<file path="config.mk">
export PLATFORM = sky130hd
export DESIGN_NAME = keypad_scan_ctrl
export DESIGN_NICKNAME = d
export VERILOG_FILES = /design/src/rtl/keypad_pkg.sv /design/src/rtl/keypad_col_sync.sv /design/src/rtl/keypad_scan_ctrl.sv
export SDC_FILE = /design/constraint.sdc
export NUM_CORES = 1
export LEC_CHECK = 0
export BUFFER_PORTS_ARGS = -buffer_cell sky130_fd_sc_hd__buf_2
export CORE_MARGIN = 2
export CORE_UTILIZATION = 42
export CTS_CLUSTER_SIZE = 20
export DETAILED_ROUTE_END_ITERATION = 8
export PLACE_DENSITY = 0.61
export RECOVER_POWER = 25
export SLEW_MARGIN = 40
export SYNTH_ARGS = -nofsm -noshare
export SYNTH_HDL_FRONTEND = slang
export SYNTH_SLANG_ARGS = --single-unit
</file>
<file path="constraint.sdc">
create_clock -name clk -period 2.4 [get_ports clk]
set_input_delay 0.48 -clock clk [delete_from_list [all_inputs] [get_ports clk]]
set_output_delay 0.48 -clock clk [all_outputs]
set_load 0.05 [all_outputs]
</file>
<file path="src/rtl/keypad_pkg.sv">
// keypad_pkg: shared constants, state encoding and helpers for the 4x4
// keypad scan controller.
package keypad_pkg;

    localparam int ROWS  = 4;
    localparam int COLS  = 4;
    localparam int KEY_W = 4;

    // Controller phases.
    typedef enum logic [1:0] {
        SCAN     = 2'd0,
        DEBOUNCE = 2'd1,
        HOLD     = 2'd2
    } kp_state_e;

    // Plain-vector copies of the state encoding. The state register is a
    // bare 2-bit vector so that the unused code 2'b11 stays representable
    // and can be recovered from.
    localparam logic [1:0] ST_SCAN     = SCAN;
    localparam logic [1:0] ST_DEBOUNCE = DEBOUNCE;
    localparam logic [1:0] ST_HOLD     = HOLD;

    localparam logic [ROWS-1:0] ROW_FIRST = 4'b0001;

    // Index of the lowest set bit. Returns 0 for an all-zero vector. Used
    // for column priority and to encode the one-hot row strobe.
    function automatic logic [1:0] lowest_set_idx(input logic [3:0] vec);
        logic [1:0] idx;
        idx = 2'd0;
        if (vec[0]) begin
            idx = 2'd0;
        end else if (vec[1]) begin
            idx = 2'd1;
        end else if (vec[2]) begin
            idx = 2'd2;
        end else if (vec[3]) begin
            idx = 2'd3;
        end else begin
            idx = 2'd0;
        end
        return idx;
    endfunction

endpackage

</file>
<file path="src/rtl/keypad_col_sync.sv">
// keypad_col_sync: two-flop synchroniser for the asynchronous keypad
// column returns.
module keypad_col_sync #(
    parameter int W = 4
) (
    input  logic         clk,
    input  logic         rst_n,
    input  logic [W-1:0] d_i,
    output logic [W-1:0] q_o
);

    logic [W-1:0] meta_q;
    logic [W-1:0] sync_q;

    // Two-stage synchroniser chain; the first stage may go metastable.
    always_ff @(posedge clk or negedge rst_n) begin
        if (!rst_n) begin
            meta_q <= {W{1'b0}};
            sync_q <= {W{1'b0}};
        end else begin
            meta_q <= d_i;
            sync_q <= meta_q;
        end
    end

    assign q_o = sync_q;

endmodule

</file>
<file path="src/rtl/keypad_scan_ctrl.sv">
// keypad_scan_ctrl: row scanner, debouncer and key handshake for a 4x4
// keypad matrix. Rows are strobed one-hot; a column return freezes the
// scan, the key is debounced, accepted into a valid/ack holding register
// and then tracked until a debounced release.
//
// Optional build macro KEYPAD_AUTOREPEAT_EN: while a key is held, re-accept
// it after REPEAT_DELAY clocks and then every REPEAT_PERIOD clocks.
module keypad_scan_ctrl
    import keypad_pkg::*;
#(
    parameter int SCAN_DIV        = 1000,
    parameter int DEBOUNCE_CYCLES = 20000,
    parameter int CNT_W           = 16
`ifdef KEYPAD_AUTOREPEAT_EN
    ,
    parameter int REPEAT_DELAY    = 500000,
    parameter int REPEAT_PERIOD   = 100000
`endif
) (
    input  logic             clk,
    input  logic             rst_n,
    input  logic [COLS-1:0]  col,
    output logic [ROWS-1:0]  row,
    output logic [KEY_W-1:0] key_code,
    output logic             key_valid,
    input  logic             key_ack,
    output logic             key_down,
    output logic             overrun
);

    localparam logic [CNT_W-1:0] CNT_ZERO  = CNT_W'(0);
    localparam logic [CNT_W-1:0] CNT_ONE   = CNT_W'(1);
    localparam logic [CNT_W-1:0] SCAN_LAST = CNT_W'(SCAN_DIV - 1);
    localparam logic [CNT_W-1:0] DB_LAST   = CNT_W'(DEBOUNCE_CYCLES - 1);

`ifdef KEYPAD_AUTOREPEAT_EN
    localparam int REP_MAX = (REPEAT_DELAY > REPEAT_PERIOD) ? REPEAT_DELAY : REPEAT_PERIOD;
    localparam int REP_W   = $clog2(REP_MAX + 1);
    localparam logic [REP_W-1:0] REP_ZERO        = REP_W'(0);
    localparam logic [REP_W-1:0] REP_ONE         = REP_W'(1);
    localparam logic [REP_W-1:0] REP_DELAY_LAST  = REP_W'(REPEAT_DELAY - 1);
    localparam logic [REP_W-1:0] REP_PERIOD_LAST = REP_W'(REPEAT_PERIOD - 1);
`endif

    // Synchronised column levels; every decision below uses these only.
    logic [COLS-1:0] col_s;

    // Scan / debounce state.
    logic [1:0]       state_q,   state_d;
    logic [CNT_W-1:0] cnt_q,     cnt_d;
    logic [ROWS-1:0]  row_q,     row_d;
    logic [1:0]       row_idx_q, row_idx_d;
    logic [1:0]       col_idx_q, col_idx_d;
    logic             key_down_q, key_down_d;

    // Consumer-facing key register.
    logic [KEY_W-1:0] key_code_q,  key_code_d;
    logic             key_valid_q, key_valid_d;
    logic             overrun_q,   overrun_d;

    // Pulses for one cycle when a key (or a repeat) is accepted.
    logic             accept_s;
    // Level of the latched column of the frozen row.
    logic             hit_s;
    // Row strobe rotated one position towards the last row, with wrap.
    logic [ROWS-1:0]  row_next_s;

`ifdef KEYPAD_AUTOREPEAT_EN
    logic [REP_W-1:0] rep_cnt_q, rep_cnt_d;
    logic             rep_first_q, rep_first_d;
`endif

    keypad_col_sync #(
        .W (COLS)
    ) u_col_sync (
        .clk   (clk),
        .rst_n (rst_n),
        .d_i   (col),
        .q_o   (col_s)
    );

    assign hit_s      = col_s[col_idx_q];
    assign row_next_s = {row_q[ROWS-2:0], row_q[ROWS-1]};

    // Next-state logic for scanning, press debounce and release debounce.
    always_comb begin
        state_d    = state_q;
        cnt_d      = cnt_q;
        row_d      = row_q;
        row_idx_d  = row_idx_q;
        col_idx_d  = col_idx_q;
        key_down_d = key_down_q;
        accept_s   = 1'b0;
`ifdef KEYPAD_AUTOREPEAT_EN
        rep_cnt_d   = rep_cnt_q;
        rep_first_d = rep_first_q;
`endif
        case (state_q)
            ST_SCAN: begin
                if (cnt_q == SCAN_LAST) begin
                    cnt_d = CNT_ZERO;
                    if (col_s == 4'b0000) begin
                        row_d = row_next_s;
                    end else begin
                        // Freeze the strobe and remember which key answered.
                        row_idx_d = lowest_set_idx(row_q);
                        col_idx_d = lowest_set_idx(col_s);
                        state_d   = ST_DEBOUNCE;
                    end
                end else begin
                    cnt_d = cnt_q + CNT_ONE;
                end
            end
            ST_DEBOUNCE: begin
                if (!hit_s) begin
                    // Bounce: abandon this key and carry on scanning.
                    state_d = ST_SCAN;
                    row_d   = row_next_s;
                    cnt_d   = CNT_ZERO;
                end else if (cnt_q == DB_LAST) begin
                    accept_s   = 1'b1;
                    key_down_d = 1'b1;
                    state_d    = ST_HOLD;
                    cnt_d      = CNT_ZERO;
`ifdef KEYPAD_AUTOREPEAT_EN
                    rep_cnt_d   = REP_ZERO;
                    rep_first_d = 1'b1;
`endif
                end else begin
                    cnt_d = cnt_q + CNT_ONE;
                end
            end
            ST_HOLD: begin
                // Counter tracks consecutive released samples of the key.
                if (!hit_s) begin
                    if (cnt_q == DB_LAST) begin
                        key_down_d = 1'b0;
                        row_d      = row_next_s;
                        state_d    = ST_SCAN;
                        cnt_d      = CNT_ZERO;
                    end else begin
                        cnt_d = cnt_q + CNT_ONE;
                    end
                end else begin
                    cnt_d = CNT_ZERO;
                end
`ifdef KEYPAD_AUTOREPEAT_EN
                // Repeat only while the key reads pressed; any released
                // sample restarts the initial delay.
                if (hit_s) begin
                    if ((rep_first_q && (rep_cnt_q == REP_DELAY_LAST)) ||
                        (!rep_first_q && (rep_cnt_q == REP_PERIOD_LAST))) begin
                        accept_s    = 1'b1;
                        rep_cnt_d   = REP_ZERO;
                        rep_first_d = 1'b0;
                    end else begin
                        rep_cnt_d = rep_cnt_q + REP_ONE;
                    end
                end else begin
                    rep_cnt_d   = REP_ZERO;
                    rep_first_d = 1'b1;
                end
`endif
            end
            default: begin
                // Unused encoding: restart scanning from the first row.
                state_d    = ST_SCAN;
                cnt_d      = CNT_ZERO;
                row_d      = ROW_FIRST;
                key_down_d = 1'b0;
            end
        endcase
    end

    // Accept / acknowledge handling for the key holding register.
    always_comb begin
        key_code_d  = key_code_q;
        key_valid_d = key_valid_q;
        overrun_d   = overrun_q;
        if (accept_s) begin
            if (!key_valid_q || key_ack) begin
                // Slot free, or being freed this very cycle.
                key_code_d  = {row_idx_q, col_idx_q};
                key_valid_d = 1'b1;
                if (key_valid_q) begin
                    overrun_d = 1'b0;
                end else begin
                    overrun_d = overrun_q;
                end
            end else begin
                // Unconsumed key still present: keep it, flag the loss.
                overrun_d = 1'b1;
            end
        end else if (key_ack && key_valid_q) begin
            key_valid_d = 1'b0;
            overrun_d   = 1'b0;
        end else begin
            key_valid_d = key_valid_q;
        end
    end

    // State, counter and output registers.
    always_ff @(posedge clk or negedge rst_n) begin
        if (!rst_n) begin
            state_q     <= ST_SCAN;
            cnt_q       <= CNT_ZERO;
            row_q       <= ROW_FIRST;
            row_idx_q   <= 2'd0;
            col_idx_q   <= 2'd0;
            key_down_q  <= 1'b0;
            key_code_q  <= 4'd0;
            key_valid_q <= 1'b0;
            overrun_q   <= 1'b0;
        end else begin
            state_q     <= state_d;
            cnt_q       <= cnt_d;
            row_q       <= row_d;
            row_idx_q   <= row_idx_d;
            col_idx_q   <= col_idx_d;
            key_down_q  <= key_down_d;
            key_code_q  <= key_code_d;
            key_valid_q <= key_valid_d;
            overrun_q   <= overrun_d;
        end
    end

`ifdef KEYPAD_AUTOREPEAT_EN
    // Auto-repeat interval counter.
    always_ff @(posedge clk or negedge rst_n) begin
        if (!rst_n) begin
            rep_cnt_q   <= REP_ZERO;
            rep_first_q <= 1'b1;
        end else begin
            rep_cnt_q   <= rep_cnt_d;
            rep_first_q <= rep_first_d;
        end
    end
`endif

    assign row       = row_q;
    assign key_code  = key_code_q;
    assign key_valid = key_valid_q;
    assign key_down  = key_down_q;
    assign overrun   = overrun_q;

endmodule
</file>
* Word level (Yosys, flattened, before mapping)
Index checks and enable logic that the tools add are counted.
Word-level totals: bits in registers 41, input bits 7, logic and storage cells 85
Operators by class: add/subtract/negate cells 1, $lt $le $gt $ge 1, equality and inequality tests 15, multiplexer cells 42, bitwise logic cells 2, reduce and logical (&&, ||, !) cells 13
Operators by type and width (count):
- 16-bit 2-to-1 mux | 4
- 16-bit one-hot mux with 3 select lines | 1
- 2-bit 2-to-1 mux | 14
- 4-bit 2-to-1 mux | 5
- 16-bit by 1-bit adder with 16-bit output, second input constant | 1
- 16-bit by 10-bit == test with 1-bit output, second input constant | 1
- 16-bit by 15-bit == test with 1-bit output, second input constant | 1
- 2-bit inequality test, second input constant | 8
- 5-bit AND reduction | 3
- 1-bit 2-to-1 mux | 14
- 4-bit one-hot mux with 3 select lines | 1
- 3-bit inequality test, second input constant | 2
- 2-bit one-hot mux with 3 select lines | 1
- 2-bit AND reduction | 3
- 4-bit zero test | 1
- 2-bit by 3-bit < comparator with 1-bit output, second input constant | 1
- 1-bit one-hot mux with 3 select lines | 1
- 3-bit AND reduction | 1
- 1-bit binary-select mux with 2-bit select | 1
- 2-bit by 1-bit == test with 1-bit output, second input constant | 1
- 2-bit == test, second input constant | 1
- 2-bit zero test | 1
- 2-bit by 1-bit inequality test with 1-bit output, second input constant | 1
- 1-bit inverter | 2
- other kinds (4) | 4

* Depth between registers and ports, before layout
Gate-level depths: netlist of run 1.
depth after elaboration 6, depth in mapped cells 7, mapped depth without buffers 6

* By module
Synthesis of run 1 repeated with hierarchy kept, for this count alone.
Unflattened totals: cells, all modules 165, area total of the unflattened synthesis 1843.0 µm²
Modules (own cells, without submodules):
- keypad_scan_ctrl | times used 1, cells each 157, area an instance 1642.8 µm²
- keypad_col_sync | times used 1, cells each 8, area an instance 200.2 µm²

* Least setup slack after synthesis of run 1
OpenSTA, ideal clock, no wires.
path type register -> register, start point reg cnt_q[0], end point reg key_code_q[0], in the netlist key_code[0], data arrival time 1797 ps, required time 2275 ps, path slack 478 ps, cell stages (with the launch flop) 7, path buffers 0, period minus slack after synthesis 1922 ps, cell sequence dfrtp_1 ha_1 and4_4 nand4_2 or2_4 a21oi_4 mux2_4
Between the ends: word-level cells in the longest chain between the ends 5
RTL lines:
- start: declaration | RTL line keypad_scan_ctrl.sv:50 | logic [CNT_W-1:0] cnt_q, cnt_d;
- start signal: assignment | RTL line keypad_scan_ctrl.sv:216 | cnt_q <= cnt_d;
- 16-bit by 15-bit == test with 1-bit output | RTL line keypad_scan_ctrl.sv:120 | end else if (cnt_q == DB_LAST) begin
- 1-bit 2-to-1 mux | RTL line keypad_scan_ctrl.sv:120
- 1-bit 2-to-1 mux | RTL line keypad_scan_ctrl.sv:115 | if (!hit_s) begin
- 1-bit 2-to-1 mux | RTL line keypad_scan_ctrl.sv:98 | case (state_q)
- 2-bit AND reduction (no source line)
- end signal: assignment | RTL line keypad_scan_ctrl.sv:221 | key_code_q <= key_code_d;
- end: declaration | RTL line keypad_scan_ctrl.sv:57 | logic [KEY_W-1:0] key_code_q, key_code_d;
Every way passes these cells. A chain may end at the register's enable or synchronous reset.

* Worst setup path in the final report of run 1
Ends and elaborated chain as after synthesis.

==> impl_metrics.csv, run 1 <==
group,metric,value,unit
critical_path,crit_fanout,7,
final_layout,nFillCells,398,
cts,clock-sinks,41,
drt,drt_iter0_drc,38,
final_layout,syn2layout_area_growth,12.1,%
yosys,synth_area_leader_cell,"dfrtp_1",
drt,drc_errors,0,
yosys,synth-warning-count,0,
die,initial_core_util,44.1,%
yosys,synth_top_family_by_area,"simple AND/OR/NAND/NOR gates",
critical_path,arrival,2.25,ns
drt,drt_pass1_iterations,4,
die,dieWidth,71.9,um
cts,cts_made_buffers,5,
cts,root_buffer,"clkbuf_8",
die,row_count,24,
job,maxCapViolations,0,
global_route,grt_max_degree,42,
die,coreArea,0.00438,mm2
sta,drv_slew,0,
place,gp_congestion,0.808,
yosys,synthArstFlopShare,100,%
critical_path,critPathCaptureType,"register",
yosys,synth_edf_count,0,
critical_path,crit_path_start_kind,"register",
power_and_ir_drop,vdd_ir_drop_max,0.298,mV
power_and_ir_drop,power.total,1.31,mW
cts,ctsHoldBuffers,0,
cts,htree_levels,2,
hold_path,hold_class,"in -> reg",
sta,slew_headroom,33.7,%
cts,tritoncts,"yes",
global_route,grt_pass1_wl,6020,um
critical_path,crit_slowest_cell,"dfrtp_1",
sta,fin_crit,2.06,ns
yosys,yosysMostFrequentCell,"dfrtp_1",
drt,wl_per_cell,14.0,um
drt,num_vias,1246,
sta,hold_viol,0,
place,hpwl,2400,um
yosys,synthCells,165,
yosys,synth_top_area_share,51.7,%
yosys,avgSynthCellArea,11.7,um2
global_route,gr-total-overflow,0,
place,dpl_worst_slack,0.335,ns
cts,clock_latency,0.30,ns
yosys,synth_compound_area_share,7.63,%
critical_path,crit_chain,"ha_1 > and4_4 > nand4_2 > or2_4 > a21oi_4 > mux2_4",
sta,fin_hold_ws,0.287,ns
critical_path,crit_required,2.59,ns
yosys,yosysUniqueCellTypes,45,
outcome,status,"completed",
yosys,synth_mux_area_share,7.76,%
die,dieArea,0.00516,mm2
power_and_ir_drop,power_leakage,1.05,nW
drt,finalWirelength,3340,um
die,ios,18,
die,die_h,71.9,um
final_layout,antenna_cells,0,
yosys,synthAdderAreaFrac,0.647,%
critical_path,crit_path_max_incr_delay,0.37,ns
global_route,antenna_found_initial,0,
sta,max_clock_freq,486,MHz
yosys,synth_area_leaders,"dfrtp_1 (52%), nor2_1 (4.3%), mux2_4 (3.9%)",
cts,cts-resized-gates,0,
sta,period_share,85.7,%
critical_path,crit_buf_inv,0,
power_and_ir_drop,power_density,602,mW/mm2
sta,rsz0062_at_grt,"false",
drt,vias_per_cell,5.24,
global_route,track_usage,14.9,%
critical_path,path_class,"reg -> reg",
place,portBuffers,17,
yosys,ys_ff_latch,41,
final_layout,drive_gt1_share,25.8,%
yosys,synth_flop_cell,"dfrtp_1",
sta,layout_setup_ws,0.344,ns
yosys,synthTopCellsByCount,"dfrtp_1 (40), nor2_1 (22), nand2_1 (11)",
yosys,synth_nets,173,
cts,clockBufferDepth,2,
sta,finalSetupViolations,0,
yosys,yosys.area_share.simple,21.3,%
cts,clk_pin_slew,0.08,ns
yosys,yosysSeqAreaShare,53.1,%
global_route,grt_pass1_vias,1268,
sta,tightest_slew,0.994,ns
yosys,synth_xor_area_share,5.89,%
final_layout,fin_nets,193,
drt,ant_nets,0,
cts,cts_setup_buffers,0,
yosys,syn_area,0.00193,mm2
sta,fin_tns_setup,0,ns
sta,skew,0.00968,ns
critical_path,crit_family,"simple AND/OR/NAND/NOR gates",
## where the power goes
part | switching (mW) | internal, mW
clock network | 0.241 | 0.338
logic | 0.0195 | 0.00639
registers | 0.00409 | 0.697
total | 0.264 | 1.04
## flip-flops by register name, indices dropped and copies added (netlist names)
| name | flops |
|---|---|
| key_valid | 1 |
| row | 4 |
| row_idx_q | 2 |
| key_code | 4 |
| state_q | 2 |
| u_col_sync.meta_q | 4 |
| u_col_sync.q_o | 4 |
| cnt_q | 16 |
| col_idx_q | 2 |
| key_down | 1 |
| overrun | 1 |
## placed cells by master (no fill, tap or decap), types with 2 or more instances in the layout
cell,synthesis,layout
a211oi_1,2,2
nand4_1,4,4
a31oi_1,2,2
clkbuf_8,0,6
inv_1,7,7
mux2_4,5,5
dfrtp_1,40,40
xor2_1,6,6
xnor2_1,7,7
mux2i_1,3,3
mux2_2,2,2
o41ai_1,2,2
nor3_1,5,5
and3_1,3,3
buf_2,1,16
nor2b_1,2,2
nand3_1,4,4
nor2_1,22,22
a21oi_1,5,5
nand2_1,11,11
o21ai_0,5,5
## final cells by class
type / instances / area (um2) / share of cell area [%]
Sequential cell: 41 / 1030 / 47.4
Multi-Input combinational cell: 112 / 837 / 38.6
Timing Repair Buffer: 18 / 92.6 / 4.27
Clock buffer: 6 / 82.6 / 3.81
Tap cell: 52 / 65.1 / 3.00
Clock inverter: 2 / 37.5 / 1.73
Inverter: 7 / 26.3 / 1.21
## logic make-up (layout without fill, tap and decap cells)
| kind of cell | count (synthesis) | count (layout) |
|---|---|---|
| AND/OR/NAND/NOR | 66 | 66 |
| flip-flops | 41 | 41 |
| adder cells (fa/ha/maj) | 1 | 1 |
| multiplexers | 11 | 11 |
| AO/OA/AOI/OAI | 21 | 21 |
| buffers and inverters | 12 | 33 |
| XOR/XNOR | 13 | 13 |
## per-layer routing
metal  wire [um]  up-vias  global-route usage (%)
met3         158        5                    4.36
met2        1590       25                    23.5
li1            -      615                       -
met4          46        0                    4.40
met1        1540      601                    20.0
met5           0        -                       0
## through the flow
step / util (%) / area (um2) / instances
floorplan: - / 1930 / 165
global placement: 46.7 / 2050 / 230
detailed placement: 46.8 / 2050 / 230
CTS: 49.5 / 2170 / 238
global route: 49.5 / 2170 / 238
finish: 49.5 / 2170 / 238
## path summary, 6_finish.rpt
check	slack, ns	depth (start not counted)	to	start
worst min-delay path	0.29	1	u_col_sync.meta_q[0]	col[0]
worst min register to register	0.35	0	u_col_sync.q_o[1]	u_col_sync.meta_q[1]
min in group asynchronous	0.34	1	key_code[2]	rst_n
worst max register to register	0.34	6	key_code[0]	cnt_q[0]
max in group asynchronous	1.45	1	cnt_q[3]	rst_n
worst max-delay path	0.34	6	key_code[0]	cnt_q[0]
No activity file was read; power rests on OpenSTA's default activity.
==> inputs of run 2 (changes only) <==
--- a/config.mk
+++ b/config.mk
@@ -6,6 +6,7 @@
 export NUM_CORES = 1
 export LEC_CHECK = 0
 export BUFFER_PORTS_ARGS = -buffer_cell sky130_fd_sc_hd__buf_2
+export CORE_ASPECT_RATIO = 1.1
 export CORE_MARGIN = 2
 export CORE_UTILIZATION = 42
 export CTS_CLUSTER_SIZE = 20
==> run 2 against run 1 <==
Compared with the run above: critical endpoint is now key_code[3]; clock skew decreased by 0.0019 ns; die area barely moved; first-iteration DRC count grew 140%.
==> impl_metrics.csv, run 2 (synthesis results as in run 1) <==
group,metric,value,unit
sta,period_share,86.5,%
final_layout,final_common_cell,"dfrtp_1",
die,coreArea,0.00438,mm2
place,portBuffers,17,
drt,drt_pass1_iterations,4,
sta,rsz0062_at_grt,"false",
power_and_ir_drop,power_leakage,1.04,nW
cts,cts_made_buffers,5,
hold_path,hold_class,"in -> reg",
die,dieWidth,68.7,um
global_route,grtUsageMet1,20.5,%
sta,slew_headroom,34.6,%
power_and_ir_drop,switching_power,0.252,mW
cts,htree_levels,2,
critical_path,crit_slowest_cell,"dfrtp_1",
critical_path,r2r_slack,0.32,ns
final_layout,fin_nets,193,
critical_path,path_class,"reg -> reg",
hold_path,hold_path_end,"u_col_sync.meta_q[2]",
die,initial_core_util,44.2,%
drt,vias_per_cell,5.06,
sta,hold_viol,0,
final_layout,syn2layout_area_growth,11.0,%
critical_path,worstRegToRegCells,6,
hold_path,whs_path_depth,1,
global_route,grt_pass1_wl,5840,um
global_route,track_usage,15.3,%
critical_path,crit_fanout,7,
power_and_ir_drop,clkPwrFrac,38.9,%
final_layout,final_cell_mix,"dfrtp_1 (40), nor2_1 (22), buf_2 (16), nand2_1 (11)",
critical_path,worstReg2RegEnd,"key_code[3]",
power_and_ir_drop,pwr-share-comb,2.1,%
cts,ctsHoldBuffers,0,
global_route,gr-total-overflow,0,
global_route,gr-usage-met3,4.04,%
power_and_ir_drop,power.total,1.19,mW
power_and_ir_drop,p_int,0.936,mW
sta,finalSetupViolations,0,
critical_path,crit_family,"simple AND/OR/NAND/NOR gates",
cts,cts_setup_buffers,0,
cts,clock_latency,0.29,ns
drt,drt_iter0_drc,92,
drt,wl_per_cell,14.0,um
sta,drv_slew,0,
power_and_ir_drop,sw_frac_of_total,21.2,%
drt,num_vias,1214,
sta,tightest_slew,0.981,ns
place,hpwl,2470,um
global_route,grt.met2_usage,23.5,%
global_route,grt_most_used_layer,"met2",
outcome,status,"completed",
cts,clockBufferDepth,2,
critical_path,crit_chain,"ha_1 > and4_4 > nand4_2 > or2_4 > a21oi_4 > mux2_4",
final_layout,top_register,"cnt_q",
cts,root_buffer,"clkbuf_8",
die,ios,18,
cts,clock-sinks,41,
critical_path,crit_required,2.58,ns
power_and_ir_drop,vdd_ir_drop_max,0.271,mV
critical_path,crit_path_start_kind,"register",
die,dieArea,0.00516,mm2
drt,drc_errors,0,
global_route,grt_max_degree,42,
sta,skew,0.00780,ns
die,row_count,25,
cts,clk_pin_slew,0.08,ns
sta,fin_crit,2.08,ns
global_route,grt_pass1_vias,1233,
critical_path,r2r-start,"cnt_q[0]",
critical_path,arrival,2.26,ns
power_and_ir_drop,power_frac_seq,59.0,%
sta,max_clock_freq,481,MHz
cts,tritoncts,"yes",
drt,finalWirelength,3360,um
critical_path,critPathCaptureType,"register",
final_layout,drive_gt1_share,25.8,%
critical_path,crit_buf_inv,0,
drt,ant_nets,0,
final_layout,largest_reg_flops,16,
critical_path,crit_path_max_incr_delay,0.38,ns
job,maxCapViolations,0,
place,gp_congestion,0.743,
die,die_h,75.2,um
hold_path,hold_start,"col[2]",
global_route,antenna_found_initial,0,
final_layout,antenna_cells,0,
power_and_ir_drop,power_density,554,mW/mm2
sta,fin_tns_setup,0,ns
final_layout,nFillCells,415,
cts,cts-resized-gates,0,
## run 2: cell count changes in the layout (fill, tap and decap cells not counted), sizes merged
cell,before,now
bufinv,1,0
clkinv,0,2
clkinvlp,1,0
## run 2: area by class of cell
type,instances,area (um2),area share (%)
Timing Repair Buffer,18,92.6,4.31
Multi-Input combinational cell,112,837,39.0
Sequential cell,41,1030,47.8
Tap cell,54,67.6,3.15
Clock buffer,6,82.6,3.85
Clock inverter,2,13.8,0.641
Inverter,7,26.3,1.22
## run 2: layer usage
metal / routed length, um / share of wire, %
met5: 0 / 0
met1: 1550 / 46
met3: 141 / 4.2
met2: 1610 / 48
met4: 58 / 1.7
## run 2: through the flow
stage / instance area [um2] / cells / hold WS (ns) / util, % / worst slack, ns
after floorplan: 1930 / 165 / 0.184 / - / 0.478
after global placement: 2050 / 232 / 0.332 / 46.8 / 0.385
after detailed placement: 2050 / 232 / 0.335 / 46.9 / 0.322
after CTS: 2150 / 240 / 0.170 / 49.1 / 0.311
after global routing: 2150 / 240 / 0.277 / 49.0 / 0.201
final: 2150 / 240 / 0.293 / 49.0 / 0.323
## run 2: worst max-delay path by stage
stage	startpoint	end	slack [ns]	depth (start not counted)
floorplan	cnt_q[0]	key_code[0]	0.48	6
global placement	cnt_q[0]	key_code[3]	0.39	6
detailed placement	cnt_q[0]	key_code[3]	0.32	6
CTS	cnt_q[0]	key_code[3]	0.31	6
global route	cnt_q[0]	key_code[3]	0.20	6
finish	cnt_q[0]	key_code[3]	0.32	6
## run 2: power by group through the flow
stage / Clock (mW) / Combinational [mW] / Sequential, mW
CTS: 0.478 / 0.0276 / 0.701
finish: 0.462 / 0.0255 / 0.701
global route: 0.514 / 0.0302 / 0.702
detailed placement: 0 / 0.0275 / 0.715
floorplan: 0 / 0.00767 / 0.714
global placement: 0 / 0.0265 / 0.714
